**config.mk**
```make
export PLATFORM = sky130hd
export DESIGN_NAME = mem_access_unit
export DESIGN_NICKNAME = d
export VERILOG_FILES = /design/src/rtl/plp_mem_pkg.sv /design/src/rtl/mem_lane_align.sv /design/src/rtl/mem_access_unit.sv
export SDC_FILE = /design/constraint.sdc
export NUM_CORES = 1
export LEC_CHECK = 0
export ABC_AREA = 1
export BUFFER_PORTS_ARGS = -buffer_cell sky130_fd_sc_hd__buf_2
export CAP_MARGIN = 30
export CORE_MARGIN = 5
export CORE_UTILIZATION = 50
export DETAILED_ROUTE_END_ITERATION = 10
export GPL_ROUTABILITY_DRIVEN = 0
export PLACE_DENSITY_LB_ADDON = 0.1
export SYNTH_ARGS = -nofsm -noshare
export SYNTH_HDL_FRONTEND = slang
export SYNTH_SLANG_ARGS = --single-unit
export TNS_END_PERCENT = 50
```
**constraint.sdc**
```tcl
create_clock -name clk -period 3.4 [get_ports clk]
set_input_delay 0 -clock clk [delete_from_list [all_inputs] [get_ports clk]]
set_output_delay 0 -clock clk [all_outputs]
set_load 0.1 [all_outputs]
```
**src/rtl/plp_mem_pkg.sv**
```systemverilog
// Shared encodings for the memory-access stage: op codes, FSM states, byte enables
// and the legality/alignment helpers used when an operation is accepted.
package plp_mem_pkg;

  localparam logic [2:0] OP_LW  = 3'b000;
  localparam logic [2:0] OP_LBU = 3'b001;
  localparam logic [2:0] OP_LHU = 3'b010;
  localparam logic [2:0] OP_SW  = 3'b011;
  localparam logic [2:0] OP_SB  = 3'b100;
  localparam logic [2:0] OP_SH  = 3'b101;

  typedef enum logic [1:0] {
    ST_IDLE = 2'd0,
    ST_REQ  = 2'd1,
    ST_RESP = 2'd2
  } state_e;

  // Big-endian lanes: be[3] is byte offset 0.
  localparam logic [3:0] BE_WORD    = 4'b1111;
  localparam logic [3:0] BE_HI_HALF = 4'b1100;
  localparam logic [3:0] BE_LO_HALF = 4'b0011;
  localparam logic [3:0] BE_BYTE0   = 4'b1000;

  function automatic logic op_legal(input logic [2:0] op);
    return op <= OP_SH;
  endfunction

  function automatic logic op_is_store(input logic [2:0] op);
    return (op == OP_SW) || (op == OP_SB) || (op == OP_SH);
  endfunction

  function automatic logic op_aligned(input logic [2:0] op, input logic [1:0] off);
    logic ok;
    case (op)
      OP_LW, OP_SW:   ok = (off == 2'b00);
      OP_LHU, OP_SH:  ok = ~off[0];
      default:        ok = 1'b1;
    endcase
    return ok;
  endfunction

endpackage

```
**src/rtl/mem_lane_align.sv**
```systemverilog
// Combinational byte-lane steering for stores and zero-extending extraction for loads.
// Shared by the data-memory stage and any fetch path needing the same lane rules.
module mem_lane_align
  import plp_mem_pkg::*;
(
  input  logic [2:0]  op_i,
  input  logic [1:0]  offset_i,
  input  logic [31:0] wdata_i,
  input  logic [31:0] bus_rdata_i,
  output logic [3:0]  be_o,
  output logic [31:0] wdata_o,
  output logic [31:0] rdata_o
);

  always_comb begin
    be_o    = '0;
    wdata_o = '0;
    rdata_o = '0;

    case (op_i)
      OP_LW, OP_SW:   be_o = BE_WORD;
      OP_LBU, OP_SB:  be_o = BE_BYTE0 >> offset_i;
      OP_LHU, OP_SH:  be_o = offset_i[1] ? BE_LO_HALF : BE_HI_HALF;
      default:        be_o = '0;
    endcase

    // Sub-word stores replicate the datum so every enabled lane sees it.
    case (op_i)
      OP_SW:   wdata_o = wdata_i;
      OP_SB:   wdata_o = {4{wdata_i[7:0]}};
      OP_SH:   wdata_o = {2{wdata_i[15:0]}};
      default: wdata_o = '0;
    endcase

    case (op_i)
      OP_LW:  rdata_o = bus_rdata_i;
      OP_LBU: begin
        case (offset_i)
          2'd0:    rdata_o = {24'h0, bus_rdata_i[31:24]};
          2'd1:    rdata_o = {24'h0, bus_rdata_i[23:16]};
          2'd2:    rdata_o = {24'h0, bus_rdata_i[15:8]};
          default: rdata_o = {24'h0, bus_rdata_i[7:0]};
        endcase
      end
      OP_LHU: rdata_o = offset_i[1] ? {16'h0, bus_rdata_i[15:0]} : {16'h0, bus_rdata_i[31:16]};
      default: rdata_o = '0;
    endcase
  end

endmodule

```
**src/rtl/mem_access_unit.sv**
```systemverilog
// Memory-access stage: alignment check, one req/ack bus transaction, pipeline stall.
// Optional macro BUS_TIMEOUT_EN aborts a request after TIMEOUT_CYCLES unacknowledged cycles.
module mem_access_unit
  import plp_mem_pkg::*;
#(
  parameter int ADDR_W         = 32,
  parameter int DATA_W         = 32,
  parameter int TIMEOUT_CYCLES = 16
) (
  input  logic              clk,
  input  logic              rst,
  input  logic              start_i,
  input  logic [2:0]        op_i,
  input  logic [ADDR_W-1:0] addr_i,
  input  logic [DATA_W-1:0] wdata_i,
  output logic              ready_o,
  output logic              busy_o,
  output logic              done_o,
  output logic [DATA_W-1:0] rdata_o,
  output logic              misalign_o,
  output logic              timeout_o,
  output logic              bus_req_o,
  output logic              bus_we_o,
  output logic [ADDR_W-1:0] bus_addr_o,
  output logic [3:0]        bus_be_o,
  output logic [DATA_W-1:0] bus_wdata_o,
  input  logic              bus_ack_i,
  input  logic [DATA_W-1:0] bus_rdata_i
);

  state_e            state_q;
  logic [2:0]        op_q;
  logic [1:0]        off_q;
  logic              bus_req_q, bus_we_q, done_q, misalign_q;
  logic [ADDR_W-1:0] bus_addr_q;
  logic [3:0]        bus_be_q;
  logic [DATA_W-1:0] bus_wdata_q, rdata_q;

  logic              accept_d;
  logic [2:0]        lane_op;
  logic [1:0]        lane_off;
  logic [3:0]        lane_be;
  logic [31:0]       lane_wdata, lane_rdata;

`ifdef BUS_TIMEOUT_EN
  localparam int CNT_W = $clog2(TIMEOUT_CYCLES + 1);
  logic [CNT_W-1:0]  cnt_q;
  logic              timeout_q;
`endif

  assign accept_d = start_i && op_legal(op_i) && op_aligned(op_i, addr_i[1:0]);

  // In IDLE the lane logic looks at the incoming op so the bus fields are ready to register.
  assign lane_op  = (state_q == ST_IDLE) ? op_i : op_q;
  assign lane_off = (state_q == ST_IDLE) ? addr_i[1:0] : off_q;

  mem_lane_align u_lane (
    .op_i        (lane_op),
    .offset_i    (lane_off),
    .wdata_i     (wdata_i),
    .bus_rdata_i (bus_rdata_i),
    .be_o        (lane_be),
    .wdata_o     (lane_wdata),
    .rdata_o     (lane_rdata)
  );

  always_ff @(posedge clk or posedge rst) begin
    if (rst) begin
      state_q     <= ST_IDLE;
      op_q        <= '0;
      off_q       <= '0;
      bus_req_q   <= 1'b0;
      bus_we_q    <= 1'b0;
      bus_addr_q  <= '0;
      bus_be_q    <= '0;
      bus_wdata_q <= '0;
      done_q      <= 1'b0;
      misalign_q  <= 1'b0;
      rdata_q     <= '0;
`ifdef BUS_TIMEOUT_EN
      cnt_q       <= '0;
      timeout_q   <= 1'b0;
`endif
    end else begin
      case (state_q)
        ST_IDLE: begin
          if (start_i) begin
            op_q  <= op_i;
            off_q <= addr_i[1:0];
            if (accept_d) begin
              state_q     <= ST_REQ;
              bus_req_q   <= 1'b1;
              bus_we_q    <= op_is_store(op_i);
              bus_addr_q  <= {addr_i[ADDR_W-1:2], 2'b00};
              bus_be_q    <= lane_be;
              bus_wdata_q <= lane_wdata;
`ifdef BUS_TIMEOUT_EN
              cnt_q       <= '0;
`endif
            end else begin
              state_q    <= ST_RESP;
              done_q     <= 1'b1;
              misalign_q <= 1'b1;
              rdata_q    <= '0;
            end
          end
        end
        ST_REQ: begin
          if (bus_ack_i) begin
            state_q   <= ST_RESP;
            bus_req_q <= 1'b0;
            bus_we_q  <= 1'b0;
            done_q    <= 1'b1;
            rdata_q   <= lane_rdata;
`ifdef BUS_TIMEOUT_EN
          end else if (cnt_q == CNT_W'(TIMEOUT_CYCLES - 1)) begin
            state_q   <= ST_RESP;
            bus_req_q <= 1'b0;
            bus_we_q  <= 1'b0;
            done_q    <= 1'b1;
            timeout_q <= 1'b1;
            rdata_q   <= '0;
          end else begin
            cnt_q     <= cnt_q + 1'b1;
`endif
          end
        end
        ST_RESP: begin
          state_q    <= ST_IDLE;
          done_q     <= 1'b0;
          misalign_q <= 1'b0;
`ifdef BUS_TIMEOUT_EN
          timeout_q  <= 1'b0;
`endif
        end
        default: state_q <= ST_IDLE;
      endcase
    end
  end

  assign ready_o     = (state_q == ST_IDLE);
  assign busy_o      = (state_q == ST_REQ) || ((state_q == ST_IDLE) && accept_d);
  assign done_o      = done_q;
  assign rdata_o     = rdata_q;
  assign misalign_o  = misalign_q;
  assign bus_req_o   = bus_req_q;
  assign bus_we_o    = bus_we_q;
  assign bus_addr_o  = bus_addr_q;
  assign bus_be_o    = bus_be_q;
  assign bus_wdata_o = bus_wdata_q;
`ifdef BUS_TIMEOUT_EN
  assign timeout_o   = timeout_q;
`else
  assign timeout_o   = 1'b0;
`endif

endmodule

```
* After elaboration in Yosys (flattened, before gate mapping)
Cells that the tools add are included.
** Word-level totals
- Register bits :: 109
- Output and inout port bits :: 107
- Bits of input ports :: 103
** Cells by class
- Equal/unequal tests :: 17
- Bitwise operators :: 1
- Reductions and logical operators :: 26
- Mux-type cells :: 29
- Magnitude comparators :: 1
- Shift-type cells :: 1
** Operators by type and width (number)
- $pmux 32 s3 :: 2
- $mux 32 :: 3
- $pmux 32 s2 :: 1
- $pmux 8 s3 :: 1
- $mux 16 :: 1
- $eq 3x2->1 const B :: 4
- $eq 3x3->1 const B :: 4
- $pmux 4 s3 :: 1
- $reduce_and 4->1 :: 3
- $reduce_or 2->1 :: 5
- $mux 1 :: 8
- $mux 2 :: 4
- $pmux 1 s2 :: 4
- $logic_not 2->1 :: 3
- $logic_not 3->1 :: 2
- $ne 2x2->1 const B :: 3
- $reduce_and 3->1 :: 2
- $eq 2x1->1 const B :: 2
- $eq 2x2->1 const B :: 2
- $mux 4 :: 1
- $pmux 2 s2 :: 1
- $reduce_and 2->1 :: 2
- $reduce_bool 2->1 :: 2
- $shr 4x2->4 const A :: 1
- 9 further kinds :: 13

* Depth between registers and ports, before layout
Gate-level depths: netlist of the first run.
- Depth after elaboration :: 7
- Gate-level depth with buffers :: 13
- Mapped depth without buffers :: 12

* By module
From an unflattened synthesis of the first run, not the netlist that was laid out.
** Unflattened totals
- Cell total of the unflattened synthesis :: 780
- Area, all modules :: 5640.4 sq um
** By module, submodules not included
- mem_access_unit :: cells each 508, area an instance 4365.4 sq um, instances 1
- mem_lane_align :: cells each 272, area an instance 1275.0 sq um, instances 1

* Least setup slack after synthesis of the first run
No wires, ideal clock.
- Path type :: register -> register
- Start :: reg state_q[0]
- End :: reg bus_req_q (netlist: bus_req_o)
- Buffers on the path :: 0
- Library setup time :: 0.129 ns
- Arrival :: 1.823 ns
- Slack :: 1.448 ns
- Stages on the path, launching flop included :: 8
- Cells stage by stage :: dfrtp_1 > inv_1 > and3_1 > nand3_2 > nand2_1 > nand2_1 > nand2_1 > nand2_1
** Between the ends
- Cells in the longest elaborated chain, start to end :: 3
- Elaborated cells between the ends (all ways) :: 8
** Ends and longest elaborated chain
- from (decl) :: line mem_access_unit.sv:31 : state_e state_q;
- from (signal assigned) :: line mem_access_unit.sv:69 : state_q <= ST_IDLE;
- from (signal assigned) :: line mem_access_unit.sv:91 : state_q <= ST_REQ;
- from (signal assigned) :: line mem_access_unit.sv:101 : state_q <= ST_RESP;
- $eq 2x1->1 / $logic_not 2->1 (equally long branches) :: line mem_access_unit.sv:85 : case (state_q)
- $ne 2x2->1 (no source line) (tied with other cells)
- $reduce_and 4->1 (no source line)
- to (signal assigned) :: line mem_access_unit.sv:72 : bus_req_q <= 1'b0;
- to (signal assigned) :: line mem_access_unit.sv:92 : bus_req_q <= 1'b1;
- to (signal assigned) :: line mem_access_unit.sv:111 : bus_req_q <= 1'b0;
- to (decl) :: line mem_access_unit.sv:34 : logic bus_req_q, bus_we_q, done_q, misalign_q;
Several ways; a longest one is shown, not always the timed one.
A chain may end at the register's enable or synchronous reset.

* Final worst setup path of the first run
- Start :: reg state_q[1]
- End :: reg rdata_q[1] (netlist: rdata_o[1])
** Between the ends
- Cells in the longest elaborated chain, start to end :: 7
- Elaborated cells between the ends (all ways) :: 20
** Ends and longest elaborated chain
- $logic_not 2->1 :: line mem_access_unit.sv:54, mem_access_unit.sv:55, mem_access_unit.sv:85
- $mux 2 :: line mem_access_unit.sv:55 : assign lane_off = (state_q == ST_IDLE) ? addr_i[1:0] : off_q;
- $eq 2x2->1 (tied with other cells) :: line mem_lane_align.sv:38 : case (offset_i)
- $pmux 8 s3 :: line mem_lane_align.sv:38
- $pmux 32 s3 :: line mem_lane_align.sv:35 : case (op_i)
- $mux 32 :: line mem_access_unit.sv:109 : if (bus_ack_i) begin
- $pmux 32 s2 :: line mem_access_unit.sv:85
- to (signal assigned) :: line mem_access_unit.sv:114 : rdata_q <= lane_rdata;
- to (decl) :: line mem_access_unit.sv:37 : logic [DATA_W-1:0] bus_wdata_q, rdata_q;
Several ways; a longest one is shown, not always the timed one. The select of a mux whose other input is x is not followed.

==> results of run 1 <==
## sequential cells by signal, summed over array words and instances (netlist names)
| register | cells |
|---|---|
| op_q | 3 |
| bus_req_o | 1 |
| rdata_o | 32 |
| bus_wdata_o | 32 |
| state_q | 2 |
| misalign_o | 1 |
| bus_be_o | 4 |
| done_o | 1 |
| off_q | 2 |
| bus_addr_o | 30 |
| bus_we_o | 1 |
## cells in the mapped netlist, drive strengths merged
library cell,count,share of area
and3,1,0.0011
buf,28,0.033
clkbuf,8,0.0055
clkinv,1,0.00066
conb,1,0.00066
dfrtp,109,0.48
inv,42,0.028
nand2,416,0.28
nand3,55,0.057
nand3b,8,0.011
nand4,9,0.0099
nor2,49,0.035
o211ai,8,0.011
o21a,8,0.011
o21ai,39,0.036
## cells by family after synthesis
kind of cell    Yosys count
simple gates            538
flops                   109
buf+inv                  79
compound gates           55
other cells               1
## cells in the final DEF, fill, tap and decap left out, types with 9 or more instances in the layout
master	n
sky130_fd_sc_hd__dlygate4sd3_1	80
sky130_fd_sc_hd__o21ai_1	10
sky130_fd_sc_hd__nor2_1	46
sky130_fd_sc_hd__o21ai_0	27
sky130_fd_sc_hd__nand3_1	50
sky130_fd_sc_hd__buf_2	206
sky130_fd_sc_hd__nand2_1	403
sky130_fd_sc_hd__clkbuf_16	9
sky130_fd_sc_hd__dfrtp_1	109
sky130_fd_sc_hd__nand4_1	9
sky130_fd_sc_hd__inv_1	37
sky130_fd_sc_hd__nand2_2	9
## layout make-up
class	count	area share
Clock inverter	4	0.00681
Inverter	43	0.0208
Multi-Input combinational cell	596	0.329
Sequential cell	109	0.345
Antenna cell	1	0.000317
Tap cell	143	0.0227
Clock buffer	12	0.0325
Timing Repair Buffer	293	0.243
## metal layers
layer / vias to the layer above / share of wire / track usage
li1: 2981 / - / -
met1: 2630 / 0.44 / 0.370
met2: 264 / 0.44 / 0.389
met3: 56 / 0.076 / 0.0347
met4: 0 / 0.037 / 0.116
met5: - / 0 / 0
## stage by stage
step | worst slack, ns | std cells
3_5_place_dp | 1.01 | 1104
3_3_place_gp | 1.07 | 1103
6_report | 0.966 | 1201
5_1_grt | 0.712 | 1201
2_1_floorplan | 0.526 | 784
4_1_cts | 1.00 | 1200
## worst min path at each step
stage | startpoint | to | slack (ns) | cells after the start
floorplan | addr_i[10] | bus_addr_o[10]$_DFFE_PP0P_ | 0.11 | 2
global placement | addr_i[29] | bus_addr_o[29]$_DFFE_PP0P_ | 0.19 | 3
detailed placement | rst | bus_addr_o[7]$_DFFE_PP0P_ | -0.02 | 2
CTS | bus_rdata_i[11] | rdata_o[11]$_DFFE_PP0P_ | 0.001 | 5
global route | wdata_i[17] | bus_wdata_o[17]$_DFFE_PP0P_ | 0.008 | 4
finish | op_i[2] | bus_we_o$_DFFE_PP0P_ | 0.002 | 4
## worst max-delay path, stage by stage, from the launching register on
cell,delay (ns)
sky130_fd_sc_hd__dfrtp_1,0.41
sky130_fd_sc_hd__nor2_2,0.48
sky130_fd_sc_hd__nand2_2,0.25
sky130_fd_sc_hd__nand2_1,0.59
sky130_fd_sc_hd__nand2_4,0.18
sky130_fd_sc_hd__nor2_1,0.13
sky130_fd_sc_hd__nor2_1,0.05
sky130_fd_sc_hd__nand2_1,0.06
sky130_fd_sc_hd__nand2_1,0.05
sky130_fd_sc_hd__nand2_1,0.05
sky130_fd_sc_hd__nand2_1,0.06
==> impl_metrics.tcl, run 1 <==
set metrics [dict create \
    crit_arrival_ns 2.67 \
    post_route_cells_drive_above_1_share 0.242 \
    grt_use_total 0.257 \
    final_antenna_net_count 0 \
    reg2reg_slack_ns 0.97 \
    cts_inserted_buffers 9 \
    worst_skew_pair.late_latency_ns 0.35 \
    rsz_0062_raised_after_global_routing "no" \
    fin_nets 1155 \
    tritoncts_clock_tree "done" \
    synth_cell_type_count 28 \
    cts_max_level 3 \
    postCtsResizedCells 0 \
    hpwl_mm 11.9 \
    finClkSkew_ns 0.00695 \
    postCtsSetupBuffers 0 \
    register_area_um2 2730 \
    syn_inst_count 782 \
    whs_ns 0.00186 \
    placed_area_um2 6780 \
    io_pins 210 \
    grt_pass1_vias 5567 \
    setup_total_negative_slack_ns 0 \
    synth-adder-area-share 0 \
    synthXorXnorAreaFrac 0 \
    initial_utilization 0.505 \
    yosys_warnings 0 \
    fin_util 0.700 \
    finalCritPeriodShare 0.716 \
    timing.critical_path.to_type "flip-flop" \
    worst_setup_hold_path_clk_slew_ns 0.07 \
    grt.overflow.total 0 \
    core_um2 11300 \
    syn2layout_area_growth_pct 38.6 \
    netlist_area_um2 5700 \
    grt_start_max_net_pins 64 \
    route.vias.total 5931 \
    dieHeight_um 117 \
    outcome "completed" \
    synth_compound_area_frac 0.0567 \
    r2r-start "state_q[1]$_DFFE_PP0P_" \
    crit_end "rdata_o[1]$_DFFE_PP0P_" \
    final_period_minus_worst_setup_slack_ns 2.43 \
    layout.filler_cells 937 \
    clk_root_buffer_cell "sky130_fd_sc_hd__clkbuf_16" \
    timing_max_transition_violations_final 0 \
    cts-root-to-sink-buffers 2 \
    ff2ff_path_depth 10 \
    multiInputGateArea_um2 2590 \
    report.final.setup_viol 0 \
    cts.hold.buffers_added 80 \
    max_fclk_mhz 411 \
    max_slew.worst_pin.slew_ns 0.706 \
    synth.mux.area_fraction 0 \
    part_of_the_yosys_area_used_for_sequential_elements 0.479 \
    post_synth_and_or_nand_nor_area_fraction 0.397 \
    cp-start-kind "flip-flop" \
    relative_slew_slack 0.529 \
    die_x_um 117 \
    finalHoldViolCount 0 \
    cp_data_required_time_ns 3.63 \
    dominant_combinational_cell_family_by_area_after_synthesis "simple AND/OR/NAND/NOR gates" \
    timing.critical_path.from "state_q[1]$_DFFE_PP0P_" \
    postRouteWirelength_mm 17.6 \
    portbufs 206 \
    regToRegEndpoint "rdata_o[1]$_DFFE_PP0P_" \
    grt_antenna_before_repair 1 \
    viasPerCell 4.94 \
    postLayoutCellArea_um2 7900 \
    route.detailed.drc 0 \
    postSynthAreaPerCell_um2 7.28 \
    drv_cap 0 \
    std_cell_rows 39 \
    worst-path-max-fanout 20 \
    hold_path.class "in2reg" \
    clock_sink_total 109 \
    route.detailed.wl_per_inst_um 14.6 \
    grt_pass1_wl_mm 27.9 \
    criticalPathCategory "reg2reg" \
    count_of_routing_violations_after_the_opening_detailed_route_iteration 445 \
    die_area_um2 13600 \
    ys_ff_latch 109 \
    dr.pass1.iters 5 \
]
Power of run 1 is left out: the tool's default activity adds up to more than one toggle a clock period on the data nets, which glitch-free logic cannot reach.
==> run 2: changes to the inputs <==
Settings changed: CORE_UTILIZATION 50 to 45.
Clock period 3.4 ns to 2.2 ns, I/O delays scaled along.
==> impl_metrics.tcl, run 2 (synthesis gave the netlist of run 1 again) <==
set metrics [dict create \
    crit_path_frequent_cell "sky130_fd_sc_hd__nand2_1" \
    cp-start-kind "flip-flop" \
    clock_sink_total 109 \
    tritoncts_clock_tree "done" \
    grt.overflow.total 0 \
    most-common-layout-cells "sky130_fd_sc_hd__nand2_1 (403), sky130_fd_sc_hd__buf_2 (205), sky130_fd_sc_hd__dfrtp_1 (109), sky130_fd_sc_hd__dlygate4sd3_1 (80), sky130_fd_sc_hd__nand3_1 (50)" \
    postRouteWirelength_mm 17.8 \
    outcome "completed" \
    crit_arrival_ns 2.23 \
    setup_total_negative_slack_ns 0 \
    grt_antenna_before_repair 0 \
    critical-path-max-stage-delay_ns 0.42 \
    clk_root_buffer_cell "sky130_fd_sc_hd__clkbuf_16" \
    cp_data_required_time_ns 2.45 \
    antennaDiodeCount 0 \
    route.layer.met1.wl_mm 8.06 \
    met2_wirelength_mm 8.17 \
    core_um2 12500 \
    cts_max_level 3 \
    worst-path-max-fanout 19 \
    worst_setup_hold_path_clk_slew_ns 0.07 \
    route.detailed.wl_per_inst_um 14.4 \
    grt_start_max_net_pins 110 \
    syn2layout_area_growth_pct 41.2 \
    criticalPathCategory "reg2reg" \
    report.final.setup_viol 0 \
    count_of_routing_violations_after_the_opening_detailed_route_iteration 411 \
    drv_cap 0 \
    worst_skew_pair.late_latency_ns 0.35 \
    max_fclk_mhz 506 \
    final_cell_count_no_fill 1238 \
    final_antenna_net_count 0 \
    initial_utilization 0.455 \
    placedCellCount 1142 \
    portbufs 206 \
    relative_slew_slack 0.613 \
    dr.pass1.iters 5 \
    max_slew.worst_pin.slew_ns 0.580 \
    layout.filler_cells 1115 \
    die_area_um2 15000 \
    rsz_0062_raised_after_global_routing "no" \
    final_period_minus_worst_setup_slack_ns 1.98 \
    whs_ns 0.00902 \
    cts_inserted_buffers 9 \
    grt_pass1_vias 5650 \
    finalCritPeriodShare 0.898 \
    mostFrequentLayoutCell "sky130_fd_sc_hd__nand2_1" \
    path_cells "nor2_2, buf_4, nand2_1, nand2_1, nand3_4, nor2_4, nand2_1, o21ai_0" \
    finClkSkew_ns 0.0100 \
    die_x_um 123 \
    viasPerCell 4.78 \
    grt_use_total 0.235 \
    cts-root-to-sink-buffers 2 \
    timing.critical_path.to_type "flip-flop" \
    timing_max_transition_violations_final 0 \
    io_pins 210 \
    critical-path-slowest-cell "sky130_fd_sc_hd__dfrtp_1" \
    dieHeight_um 123 \
    route.vias.total 5922 \
    route.detailed.drc 0 \
    highest_layer "met4" \
    post_route_cells_drive_above_1_share 0.250 \
    hold_path.class "in2reg" \
    route.met3.wl_mm 1.12 \
    grt_pass1_wl_mm 27.9 \
    std_cell_rows 41 \
    finalHoldViolCount 0 \
    postCtsSetupBuffers 0 \
    hpwl_mm 12.1 \
    fin_nets 1164 \
]
## run 2: cell count changes in the layout (fill, tap and decap cells not counted), sizes merged
cell	previous run	this run
diode	1	0
clkbuf	12	11
inv	43	42
bufinv	1	2
buf	213	222
clkinv	1	2
## run 2: timing repair
item / 4_1_cts / 5_1_grt
hold buffers: 80 / 0
endpoints found under the hold margin: 188 / 0
gates resized for setup: 0 / 0
## run 2: layout make-up
cell class,count,area [µm²],area share
clock inverter,5,81.3,0.0101
inverter,43,165,0.0205
sequential,109,2730,0.339
multi-input combinational,596,2590,0.323
timing repair buffer,302,2000,0.249
clock buffer,11,253,0.0314
tap,172,215,0.0268
## run 2: metal layers
metal,vias to the layer above,global-route usage
li1,2993,-
met1,2678,0.318
met2,215,0.381
met3,36,0.0355
met4,0,0.0882
met5,-,0
## run 2: final timing paths
check                                         from                    endpoint  slack (ns)  cells past startpoint
setup reg to reg            state_q[1]$_DFFE_PP0P_     rdata_o[29]$_DFFE_PP0P_        0.22                      8
min in group asynchronous                      rst   bus_addr_o[5]$_DFFE_PP0P_        0.36                      4
setup / recovery            state_q[1]$_DFFE_PP0P_     rdata_o[29]$_DFFE_PP0P_        0.22                      8
hold reg to reg            bus_be_o[3]$_DFFE_PP0P_     bus_be_o[3]$_DFFE_PP0P_        0.47                      2
max in group asynchronous                      rst  bus_wdata_o[0]$_DFFE_PP0P_        1.41                      4
hold / removal                          wdata_i[9]  bus_wdata_o[9]$_DFFE_PP0P_       0.009                      5
## run 2: worst max-delay path: cells and delay by family, from the launching register on
family / cells / cell delay, ns
buffers and inverters: 1 / 0.16
flip-flops: 1 / 0.42
AO/OA/AOI/OAI: 1 / 0.18
AND/OR/NAND/NOR: 6 / 1.12
## run 2: through the flow
stage	instance area [µm²]	setup slack [ns]	utilization
2_1_floorplan	5710	0.248	-
3_5_place_dp	6910	0.232	0.552
5_1_grt	8040	0.0335	0.642
3_3_place_gp	6910	0.325	0.552
6_report	8040	0.224	0.642
4_1_cts	8040	0.217	0.642
Power of run 2 is left out for the same reason.
==> run 3: changes to the inputs <==
Settings changed: ABC_AREA 1 to unset, CORE_UTILIZATION 45 to 44.
==> impl_metrics.tcl, run 3 <==
set metrics [dict create \
    synth_cell_type_count 60 \
    async_reset_ff_frac 1.00 \
    drv_cap 0 \
    initial_utilization 0.448 \
    reg2reg_slack_ns 0.13 \
    mostFrequentLayoutCell "sky130_fd_sc_hd__buf_2" \
    route.vias.total 5283 \
    ys_top_cells_by_area "sky130_fd_sc_hd__dfrtp_1 (51%), sky130_fd_sc_hd__nand2_1 (10%), sky130_fd_sc_hd__mux2i_1 (5.4%)" \
    power.ir.vdd_worst_v 0.000646 \
    final_period_minus_worst_setup_slack_ns 2.12 \
    min_delay_worst_endpoint "op_q[2]$_DFFE_PP0P_" \
    placement.setup.worst_slack_ns -0.00468 \
    viasPerCell 5.34 \
    critical-path-slowest-cell "sky130_fd_sc_hd__dfrtp_2" \
    portbufs 206 \
    placedCellCount 882 \
    part_of_the_yosys_area_used_for_sequential_elements 0.507 \
    grt_use_total 0.241 \
    final_cell_count_no_fill 989 \
    path_cells "or3b_1, a221o_1, buf_6, and2_4, a21oi_4, buf_12" \
    critical-path-max-stage-delay_ns 0.44 \
    count_of_routing_violations_after_the_opening_detailed_route_iteration 401 \
    hpwl_mm 12.2 \
    yosys.area.top_type_share 0.507 \
    relative_slew_slack 0.532 \
    layout.filler_cells 930 \
    timing_max_transition_violations_final 0 \
    min_from "op_i[2]" \
    cp-start-kind "flip-flop" \
    dieHeight_um 121 \
    criticalPathCategory "reg2out" \
    timing.critical_path.to_type "output pin" \
    cellLeakagePower_uw 0.00409 \
    critical_path.top_delay_family "simple AND/OR/NAND/NOR gates" \
    outcome "completed" \
    max_fclk_mhz 471 \
    grt_pass1_wl_mm 27.7 \
    route.detailed.wl_per_inst_um 17.8 \
    std_cell_rows 40 \
    power_density_nw_per_um2 1410 \
    postRouteWirelength_mm 17.6 \
    clock_sink_total 109 \
    tritoncts_clock_tree "done" \
    die_area_um2 14500 \
    regToRegEndpoint "rdata_o[6]$_DFFE_PP0P_" \
    grt_pass1_vias 5221 \
    cts_inserted_buffers 9 \
    syn2layout_area_growth_pct 48.0 \
    worst_setup_hold_path_clk_slew_ns 0.07 \
    yosysMostFrequentCell "sky130_fd_sc_hd__nand2_1" \
    syn_inst_count 539 \
    hold_crit_depth 2 \
    io_pins 210 \
    worst_case_setup_margin_in_the_final_layout_ns 0.0775 \
    finClkSkew_ns 0.00995 \
    report.final.setup_viol 0 \
    cp_data_required_time_ns 2.20 \
    finalHoldViolCount 0 \
    grt_start_max_net_pins 48 \
    postSynthAreaPerCell_um2 9.99 \
    worst-path-max-fanout 12 \
    grt_antenna_before_repair 0 \
    final_antenna_net_count 0 \
    rsz_0062_raised_after_global_routing "yes" \
    post_route_cells_drive_above_1_share 0.340 \
    worst-path-buf-inv 2 \
    netlist_area_um2 5380 \
    hold_path.class "in2reg" \
    cts-root-to-sink-buffers 2 \
    synth.largest_area_cell "sky130_fd_sc_hd__dfrtp_1" \
    die_x_um 121 \
    core_um2 12000 \
    yosys_warnings 0 \
    clk_root_buffer_cell "sky130_fd_sc_hd__clkbuf_16" \
    most-common-layout-cells "sky130_fd_sc_hd__buf_2 (205), sky130_fd_sc_hd__nand2_1 (143), sky130_fd_sc_hd__dfrtp_1 (108), sky130_fd_sc_hd__dlygate4sd3_1 (90), sky130_fd_sc_hd__mux2i_1 (29)" \
    report.power.total_uw 11200 \
    cts_max_level 3 \
    route.detailed.drc 0 \
    max_slew.worst_pin.slew_ns 0.701 \
    ys_ff_latch 109 \
    synth-edff-count 0 \
    grt.overflow.total 0 \
    whs_ns 0.0254 \
    worst_skew_pair.late_latency_ns 0.35 \
    finalCritPeriodShare 0.965 \
    netlist_top_cells_count "sky130_fd_sc_hd__nand2_1 (144), sky130_fd_sc_hd__dfrtp_1 (109), sky130_fd_sc_hd__mux2i_1 (29)" \
    postSynth.topFlopCell "sky130_fd_sc_hd__dfrtp_1" \
    fin_nets 941 \
    antennaDiodeCount 0 \
    crit_arrival_ns 2.12 \
    ff2ff_path_depth 6 \
    r2r-start "state_q[1]$_DFFE_PP0P_" \
    dr.pass1.iters 5 \
    setup_total_negative_slack_ns 0 \
]
## run 3: cell count changes after synthesis, sizes merged, moves of 8 or more
| cell | before | now |
|---|---|---|
| a21boi | 0 | 8 |
| o22ai | 0 | 9 |
| mux2i | 0 | 30 |
| mux2 | 0 | 14 |
| a22o | 0 | 17 |
| nand4 | 9 | 0 |
| a221oi | 0 | 9 |
| a2bb2oi | 0 | 17 |
| nor2 | 49 | 26 |
| inv | 42 | 6 |
| nand2 | 416 | 147 |
| nand3 | 55 | 9 |
| a41oi | 0 | 8 |
| a211o | 0 | 9 |
## run 3: layout make-up
cell class                 instances  area, µm²  area share
clock buffer                      11        243      0.0305
clock inverter                     4       72.6     0.00911
inverter                           6       26.3     0.00330
multi-input combinational        389       2460       0.309
sequential                       109       2730       0.343
tap                              147        184      0.0231
timing repair buffer             323       2250       0.283
## run 3: report_power, final
part           switching (µW)  internal (µW)
Sequential                334           2550
Clock                     708           1020
Combinational            5280           1300
## run 3: cells by family (layout without fill, tap and decap cells)
family                 Yosys count  count (layout)  share of synthesized area
XOR/XNOR                         1               1                    0.00163
other                            1               3                   0.000697
AO/OA/AOI/OAI                  135             135                      0.192
AND/OR/NAND/NOR                206             206                      0.167
flip-flops                     109             109                      0.507
multiplexers                    44              44                     0.0874
buffers and inverters           43             344                     0.0444
## run 3: what timing repair did
| action | CTS | global route |
|---|---|---|
| endpoints found under the hold margin | 118 | 0 |
| hold buffers | 90 | 0 |
| endpoints found under the setup margin | 16 | 10 |
| resized for setup | 4 | 5 |
| setup buffers | 1 | 1 |
| pin swaps | 1 | 0 |
## run 3: metal layers
metal  GRT usage  share of wire  vias to the layer above
li1            -              -                     2505
met1       0.317           0.42                     2508
met2       0.395           0.49                      240
met3      0.0482          0.070                       30
met4      0.0857          0.023                        0
met5           0              0                        -
## run 3: per-stage QoR
step / utilization / instance area [µm²]
2_1_floorplan: - / 5390
3_3_place_gp: 0.556 / 6680
3_5_place_dp: 0.556 / 6680
4_1_cts: 0.661 / 7930
5_1_grt: 0.663 / 7970
6_report: 0.663 / 7970
## run 3: worst max-delay path by stage
stage,slack [ns],depth (start not counted),endpoint,start
after floorplan,-0.65,5,busy_o,state_q[0]$_DFFE_PP0P_
after CTS,0.02,6,busy_o,state_q[0]$_DFFE_PP0P_
after global routing,-0.01,6,rdata_o[6]$_DFFE_PP0P_,state_q[1]$_DFFE_PP0P_
after global placement,0.06,6,rdata_o[24]$_DFFE_PP0P_,state_q[0]$_DFFE_PP0P_
final,0.08,6,busy_o,state_q[0]$_DFFE_PP0P_
after detailed placement,-0.005,6,rdata_o[29]$_DFFE_PP0P_,state_q[0]$_DFFE_PP0P_
Note: power is estimated with default switching activity, not from simulation.
